File: src/rtl/eth_payload_reader.sv
// Streams 16-bit sample words from a FIFO to a UDP/IP core as bytes, high byte first.
// Define ETH_PAYLOAD_SEQ_HDR_EN to prefix each datagram with a 2-byte sequence number.
`timescale 1ns/1ps
module eth_payload_reader #(
  parameter logic [15:0] HDR_SEQ_INIT = 16'd0
) (
  input  logic        clk125M,
  input  logic        udp_gmii_rst_n,
  input  logic        tx_en_pulse,
  input  logic [15:0] lenth_val,
  output logic        fifo_rd_en,
  input  logic [15:0] fifo_dout,
  input  logic        fifordempty,
  output logic        udp_tx_start,
  output logic [15:0] udp_tx_len,
  input  logic        udp_tx_req,
  output logic [7:0]  udp_tx_data,
  input  logic        udp_tx_done,
  output logic        eth_tx_done,
  output logic        underrun
);

  typedef enum logic [2:0] {IDLE, PREFETCH, START, PAYLOAD, WAIT_DONE} state_t;

  state_t      state;
  logic [15:0] total;
  logic [15:0] byte_cnt;
  logic [15:0] words_left;
  logic [15:0] hold;
  logic        pf_rd;
  logic        pf_wait;
  logic        load_pend;
  logic        done_seen;
  logic        req_ok;
  logic        in_payload;
  logic        pay_rd;
  logic [15:0] word_now;
  logic [7:0]  next_byte;

`ifdef ETH_PAYLOAD_SEQ_HDR_EN
  localparam logic [15:0] HDR_BYTES = 16'd2;
  logic [15:0] seq;
  assign in_payload = (byte_cnt[15:1] != 15'd0);
`else
  localparam logic [15:0] HDR_BYTES = 16'd0;
  assign in_payload = 1'b1;
`endif

  // The header is two bytes, so payload byte parity always equals byte_cnt[0].
  assign req_ok     = (state == PAYLOAD) && udp_tx_req && (byte_cnt != total);
  assign pay_rd     = req_ok && in_payload && byte_cnt[0] && (words_left != 16'd0);
  assign fifo_rd_en = pf_rd || pay_rd;
  assign word_now   = load_pend ? fifo_dout : hold;

  always_comb begin
    next_byte = byte_cnt[0] ? word_now[7:0] : word_now[15:8];
`ifdef ETH_PAYLOAD_SEQ_HDR_EN
    if (!in_payload) next_byte = byte_cnt[0] ? seq[7:0] : seq[15:8];
`endif
  end

  always_ff @(posedge clk125M or negedge udp_gmii_rst_n) begin
    if (!udp_gmii_rst_n) begin
      state        <= IDLE;
      total        <= 16'd0;
      byte_cnt     <= 16'd0;
      words_left   <= 16'd0;
      hold         <= 16'd0;
      pf_rd        <= 1'b0;
      pf_wait      <= 1'b0;
      load_pend    <= 1'b0;
      done_seen    <= 1'b0;
      udp_tx_start <= 1'b0;
      udp_tx_len   <= 16'd0;
      udp_tx_data  <= 8'd0;
      eth_tx_done  <= 1'b0;
      underrun     <= 1'b0;
`ifdef ETH_PAYLOAD_SEQ_HDR_EN
      seq          <= HDR_SEQ_INIT;
`endif
    end else begin
      udp_tx_start <= 1'b0;
      eth_tx_done  <= 1'b0;
      pf_rd        <= 1'b0;
      load_pend    <= pay_rd;
      if (fifo_rd_en && fifordempty) underrun <= 1'b1;
      if (load_pend) hold <= fifo_dout;
      if (pay_rd) words_left <= words_left - 16'd1;
      if (req_ok) begin
        udp_tx_data <= next_byte;
        byte_cnt    <= byte_cnt + 16'd1;
      end
`ifdef ETH_PAYLOAD_SEQ_HDR_EN
      if (eth_tx_done) seq <= seq + 16'd1;
`endif
      case (state)
        IDLE: begin
          if (tx_en_pulse && (lenth_val != 16'd0)) begin
            total      <= lenth_val + HDR_BYTES;
            // The prefetch consumes one word, leaving ceil(len/2)-1 for the payload phase.
            words_left <= (lenth_val - 16'd1) >> 1;
            byte_cnt   <= 16'd0;
            done_seen  <= 1'b0;
            pf_rd      <= 1'b1;
            pf_wait    <= 1'b0;
            state      <= PREFETCH;
          end
        end
        PREFETCH: begin
          if (!pf_wait) begin
            pf_wait <= 1'b1;
          end else begin
            hold         <= fifo_dout;
            udp_tx_start <= 1'b1;
            udp_tx_len   <= total;
            state        <= START;
          end
        end
        START: state <= PAYLOAD;
        PAYLOAD: begin
          if (udp_tx_done) done_seen <= 1'b1;
          if (req_ok && (byte_cnt == total - 16'd1)) state <= WAIT_DONE;
        end
        WAIT_DONE: begin
          if (udp_tx_done || done_seen) begin
            eth_tx_done <= 1'b1;
            state       <= IDLE;
          end
        end
        default: state <= IDLE;
      endcase
    end
  end

endmodule

File: config.mk
export PLATFORM = sky130hd
export DESIGN_NAME = eth_payload_reader
export DESIGN_NICKNAME = d
export VERILOG_FILES = /design/src/rtl/eth_payload_reader.sv
export SDC_FILE = /design/constraint.sdc
export NUM_CORES = 1
export LEC_CHECK = 0
export ABC_CLOCK_PERIOD_IN_PS = 4800
export CORE_ASPECT_RATIO = 0.7
export CORE_MARGIN = 3
export CORE_UTILIZATION = 35
export DETAILED_ROUTE_END_ITERATION = 10
export DONT_BUFFER_PORTS = 1
export PLACE_DENSITY_LB_ADDON = 0.15
export SKIP_LAST_GASP = 1
export SYNTH_ARGS = -nofsm -noshare
export SYNTH_HDL_FRONTEND = slang
export SYNTH_SLANG_ARGS = --single-unit
export TNS_END_PERCENT = 5
File: constraint.sdc
create_clock -name clk125M -period 4.8 [get_ports clk125M]
set_clock_uncertainty 0.1 [all_clocks]
set_input_delay 0.24 -clock clk125M [delete_from_list [all_inputs] [get_ports clk125M]]
set_output_delay 0.24 -clock clk125M [all_outputs]
set_load 0.005 [all_outputs]
==> run metrics, run 1 <==
critical path class=register to output pin; most used cell, CP=or4_1; Post-Route WL=13.4 mm; H-tree depth=3; most common cell after layout, fill and taps aside=dfrtp_1; reg2reg start=total[11]$_DFFE_PN0P_; P_int=2200 uW; largest stage delay on the critical path=roughly 0.54 ns; worst path bufs/invs=1; clock network power share=0.209; Final Hold Fails=0; row count=37; ys flop type=dfrtp_1; die area=17000 sq um; worst vdd ir=0.284 mV; hold_sp=lenth_val[7]; Worst Hold Class=input port to register; asr flop ratio synth=1.00; Num CTS Buffers=9; Cell Area, Synth=5390 sq um; Detail Route Antenna Nets=0; Initial Utilization=0.362; share of layout cells above drive strength 1=0.150; CTS sink cnt=98; placed inst area=5520 sq um; Seq/Total Area, Yosys=0.455; Final #Nets=586; total gr overflow=0; Power Total=3500 uW; syn_area_per_cell=roughly 10 sq um; RSZ-0062 raised after global routing=no; Startpoint Class=register; first-pass GRT wire length=21.9 mm; family with the most delay on the worst path=simple AND/OR/NAND/NOR gates; post-route cell area=6200 sq um; CTS max path bufs=2; Initial DRT Pass Iterations=4; Data required, critical path=4.46 ns; crit end category=output pin; vias=3866; worst r2r path cells=12; clock-pin slew on the worst setup and hold paths=0.07 ns; post-layout min period=3.47 ns; CP max stage cell=or4_1; Logic pwr share=0.362; status=finished clean; DP Wirelength=9.29 mm; CP Max Fanout=13; Net Sw Power=1300 uW; initial drt markers=about 180; Die W=154 um; drc violations=0; Synth cell types=53; CTS tree=built; period utilization=0.723; root buffer cell=clkbuf_16; commonest cells after routing, fill and taps aside=dfrtp_1 (98), nand2_1 (59), nor2_1 (46), xnor2_1 (37), dlygate4sd3_1 (36); P per Cell Area=565 nW/um^2; Peak Freq=0.288 GHz; Switching Share=0.371; initial antenna violation count=0; Via density=5.21; die height=between 100 and 150 um; top-level port count=66; gp weighted congestion=0.874; setup violators final=0; R2R Path End=words_left[5]$_DFF_PN0_; vias in the first global route=3901; Antenna Cells=0; EDFF count, synth=0; IO buf count=0; Hold Crit Endpoint=words_left[6]$_DFF_PN0_; flops & latches, synth=98; Reg power frac=0.429; Area growth syn-to-layout=15.0%; worst skew pair latency=0.34 ns; TNS Setup=0 ns; Synth Instances=516; CP arrival=approximately 3.1 ns; largest net degree at the start of global routing=99; worst slew pin tran=approximately 0.75 ns; Total GRT Usage=0.167; routed length per instance=18.1 um; Max-Cap Viols=0; Synth Warn #=0; critical-path cell list=xor2_1 -> or4_1 -> or4_1 -> nand3_1 -> inv_1 -> ha_1 -> nand2_1 -> nand2b_1; Max-slew headroom=0.497; Slew Viols, Final=0; R2R Setup Slk=1.37 ns; static leakage=0.00263 uW; Core ar.=14900 sq um; hold depth=2; syn nets=560
## routing by layer
| layer | routed length, um | part of all wire | global-route usage | up-vias |
|---|---|---|---|---|
| met5 | 0 | 0 | 0 | - |
| met1 | 6780 | 0.51 | 0.240 | 1912 |
| met2 | 5600 | 0.42 | 0.248 | 97 |
| li1 | - | - | - | 1843 |
| met3 | 875 | 0.065 | 0.0460 | 14 |
| met4 | 150 | 0.011 | 0.0441 | 0 |
## sequential cells by signal, summed over array words and instances, names as in the netlist
name          count
load_pend         1
udp_tx_start      1
udp_tx_len       16
underrun          1
done_seen         1
hold             16
total            16
eth_tx_done       1
byte_cnt         16
pf_rd             1
words_left       16
pf_wait           1
state             3
udp_tx_data       8
## power groups by stage
stage	registers (uW)	clock network, uW	logic (uW)
detailed placement	1520	0	1230
floorplan	1320	0	1120
global route	1560	797	1430
global placement	1510	0	1200
CTS	1510	757	1280
finish	1500	734	1270
## cell families (layout without fill, tap and decap cells)
| group | Yosys count | in the layout | synth area share |
|---|---|---|---|
| buffers and inverters | 40 | 71 | 0.0380 |
| muxes | 56 | 56 | 0.143 |
| AOI/OAI and AO/OA | 53 | 53 | 0.0594 |
| xor gates and xnor gates | 63 | 63 | 0.102 |
| DFF | 98 | 98 | 0.455 |
| adders and majority gates | 6 | 6 | 0.0139 |
| and+or+nand+nor | 200 | 200 | 0.189 |
## worst max-delay path by stage
stage | startpoint | slack (ns) | to | cells past startpoint
floorplan | byte_cnt[11]$_DFF_PN0_ | 1.68 | words_left[5]$_DFF_PN0_ | 14
global placement | total[0]$_DFFE_PN0P_ | 1.42 | state[0]$_DFFE_PN0P_ | 8
detailed placement | total[11]$_DFFE_PN0P_ | 1.39 | words_left[5]$_DFF_PN0_ | 12
CTS | total[11]$_DFFE_PN0P_ | 1.29 | fifo_rd_en | 8
global route | total[11]$_DFFE_PN0P_ | 1.12 | words_left[5]$_DFF_PN0_ | 12
finish | total[11]$_DFFE_PN0P_ | 1.33 | fifo_rd_en | 8
## stage by stage
stage / hold slack, ns / util / std cells / setup slack [ns]
after floorplan: -0.156 / - / 516 / 1.68
after global placement: -0.151 / 0.370 / 689 / 1.42
after detailed placement: -0.151 / 0.370 / 689 / 1.39
after CTS: 0.00185 / 0.415 / 741 / 1.29
after global routing: 0.0000952 / 0.416 / 742 / 1.12
final: 0.00544 / 0.416 / 742 / 1.33
## layout make-up
type | instances | area, sq um
clock inverters | 5 | 60.1
multi-input cells | 378 | 2740
fillers | 1433 | 8700
well taps | 195 | 244
clock buffers | 11 | 233
inverters | 14 | 52.6
flip-flops and latches | 98 | 2450
repair buffers | 41 | 418
## timing repair
item,in CTS,in global routing
buffers inserted,0,0
hold buffers,36,1
endpoints found under the hold margin,144,1
gates resized for setup,0,0
## cell usage after synthesis, drive strengths merged (9+ instances only)
cell | n | area, sq um
a21oi | 18 | 90.1
buf | 16 | 115
clkbuf | 10 | 37.5
dfrtp | 98 | 2450
inv | 14 | 52.6
mux2 | 46 | 571
nand2 | 59 | 221
nand3 | 9 | 45.0
nor2 | 47 | 176
nor3 | 25 | 125
nor4 | 9 | 68.8
o21ai | 20 | 100
xnor2 | 37 | 324
xor2 | 26 | 228
No activity file was read; power rests on OpenSTA's default activity.
==> run 2, diff against run 1 <==
--- a/config.mk
+++ b/config.mk
@@ -5,7 +5,7 @@
 export SDC_FILE = /design/constraint.sdc
 export NUM_CORES = 1
 export LEC_CHECK = 0
-export ABC_CLOCK_PERIOD_IN_PS = 4800
+export ABC_CLOCK_PERIOD_IN_PS = 2850
 export CORE_ASPECT_RATIO = 0.7
 export CORE_MARGIN = 3
 export CORE_UTILIZATION = 35
==> constraint.sdc (replaced) <==
create_clock -name clk125M -period 2.85 [get_ports clk125M]
set_clock_uncertainty 0.1 [all_clocks]
set_input_delay 0.1425 -clock clk125M [delete_from_list [all_inputs] [get_ports clk125M]]
set_output_delay 0.1425 -clock clk125M [all_outputs]
set_load 0.005 [all_outputs]
==> run 2 against run 1 <==
  * The run now ends with setup timing left
  * Sequential share of layout area fell by 3.0 points
  * Critical path depth rose by 1
  * First-iteration DRC count rose by 8.7%
  * Critical path type unchanged
  * Critical endpoint unchanged
  * Highest routed layer unchanged
==> run metrics, run 2 (synthesis results as in run 1) <==
largest net degree at the start of global routing=99 (unchanged); root buffer cell=clkbuf_16 (unchanged); CTS max path bufs=2 (unchanged); share of layout cells above drive strength 1=0.250 (was 0.150); critical path class=register to output pin (unchanged); failing checks=setup timing; RSZ-0062 raised after global routing=yes (was no); H-tree depth=3 (unchanged); first-pass GRT wire length=24.1 mm (was 21.9 mm); Final Hold Fails=0 (unchanged); die area=17000 sq um (unchanged); P per Cell Area=952 nW/um^2 (was 565 nW/um^2); CP max stage cell=or4b_1 (was or4_1); worst vdd ir=0.436 mV (was 0.284 mV); post-layout min period=2.86 ns; top-level port count=66 (unchanged); family with the most delay on the worst path=simple AND/OR/NAND/NOR gates (unchanged); most common cell after layout, fill and taps aside=dfrtp_1 (unchanged); commonest cells after routing, fill and taps aside=dfrtp_1 (98), nand2_1 (57), buf_4 (56), nor2_1 (46), xnor2_1 (36) (was dfrtp_1 (98), nand2_1 (59), nor2_1 (46), xnor2_1 (37), dlygate4sd3_1 (36)); Peak Freq=0.350 GHz; routed length per instance=18.8 um (was 18.1 um); Final #Nets=639 (was 586); setup ws final=-0.00602 ns (was 1.33 ns); CTS tree=built (unchanged); worst path bufs/invs=2 (was 1); dpl ws=-0.102 ns (was 1.39 ns); Die W=154 um (unchanged); static leakage=0.00291 uW (was 0.00263 uW); Fill cells=1439 (was 1433); clock-pin slew on the worst setup and hold paths=0.07 ns (about the same); setup violators final=2 (was 0); Area growth syn-to-layout=24.5% (was 15.0%); status=finished with violations (was finished clean); CP arrival=2.61 ns (was 3.13 ns); Slew Viols, Final=0 (unchanged); IO buf count=0 (unchanged); DP Wirelength=10.5 mm (was 9.29 mm); initial drt markers=200 (was 184); Num CTS Buffers=9 (unchanged); Post-Route WL=14.9 mm (was 13.4 mm); total gr overflow=0 (unchanged); Initial Utilization=0.362 (unchanged); critical-path cell list=xor2_2 -> or4b_1 -> or4_4 -> nand3_4 -> inv_2 -> ha_4 -> nand2_4 -> nand2b_4 -> buf_4 (was xor2_1 -> or4_1 -> or4_1 -> nand3_1 -> inv_1 -> ha_1 -> nand2_1 -> nand2b_1); worst skew pair latency=0.35 ns (was 0.34 ns); Power Total=6390 uW (was 3500 uW); Data required, critical path=2.61 ns (was 4.46 ns); Startpoint Class=register (unchanged); die height=110 um (unchanged); Total GRT Usage=0.185 (was 0.167); Final Core Density=0.450 (was 0.416); Core ar.=14900 sq um (unchanged); Max-slew headroom=0.613 (was 0.497); Via density=5.17 (was 5.21); Max-Cap Viols=0 (unchanged); worst slew pin tran=0.581 ns (was 0.748 ns); placed inst area=5970 sq um (was 5520 sq um); crit end category=output pin (unchanged); Initial DRT Pass Iterations=4 (unchanged); Worst Hold Class=input port to register (unchanged); initial antenna violation count=0 (unchanged); Antenna Cells=0 (unchanged); period utilization=1.00; largest stage delay on the critical path=0.53 ns (was 0.54 ns); post-route cell area=6710 sq um (was 6200 sq um); Detail Route Antenna Nets=0 (unchanged); CP Max Fanout=4 (was 13); drc violations=0 (unchanged); vias=4109 (was 3866); vias in the first global route=4230 (was 3901); row count=37 (unchanged); gp weighted congestion=0.828 (was 0.874); CTS sink cnt=98 (unchanged)
[run 2: changes by cell type in the layout (fill, tap and decap cells not counted), sizes merged]
cell and change:
dlygate4sd3 -1, buf +54, clkinv +2, inv -1, bufinv -1
[run 2: final timing paths]
check	start	end	slack (ns)	cells after the start
setup reg to reg	total[1]$_DFFE_PN0P_	state[0]$_DFFE_PN0P_	0	8
min in group asynchronous	udp_gmii_rst_n	words_left[7]$_DFF_PN0_	0.29	2
hold / removal	fifo_dout[1]	udp_tx_data[1]$_DFFE_PN0P_	0.01	3
setup / recovery	byte_cnt[3]$_DFF_PN0_	fifo_rd_en	-0.006	9
hold reg to reg	underrun$_DFFE_PN0P_	underrun$_DFFE_PN0P_	0.39	1
max in group asynchronous	udp_gmii_rst_n	byte_cnt[11]$_DFF_PN0_	1.97	2
[run 2: routing by layer]
metal  track usage  routed length (um)  up-vias
met4        0.0410                 138        0
met3        0.0504                 926       14
met5             0                   0        -
li1              -                   -     1962
met1         0.273                7450     2052
met2         0.272                6430       81
[run 2: cell type report]
cell class                 count  area, sq um  area share
clock buffer                  11          233      0.0347
inverter                      14         52.6     0.00783
multi-input combinational    378         2860       0.425
timing repair buffer          94          838       0.125
sequential                    98         2450       0.365
tap                          195          244      0.0363
clock inverter                 5         38.8     0.00578
[run 2: where the power goes]
| group | internal [uW] | switching [uW] |
|---|---|---|
| combinational | 1470 | 1380 |
| sequential | 1900 | 486 |
| clock | 598 | 559 |
| total | 3960 | 2430 |
[run 2: what timing repair did]
action                                 CTS  global route
resized for setup                        8             6
setup endpoints to repair                9            12
pin swaps                                0             2
hold buffers                            36             0
buffers inserted                         1             1
endpoints found under the hold margin  149             0
[run 2: tightest hold or removal path: stages]
cell     delay (ns)
mux4_2         0.20
nand2_1        0.05
nand2_1        0.04
[run 2: metrics by stage]
stage               TNS [ns]  hold WS, ns  std cells
floorplan            -0.0854       -0.253        516
global route          -0.643       0.0168        795
CTS                  -0.0813     0.000616        794
finish              -0.00755       0.0118        795
global placement      -0.335       -0.248        741
detailed placement    -0.256       -0.249        741
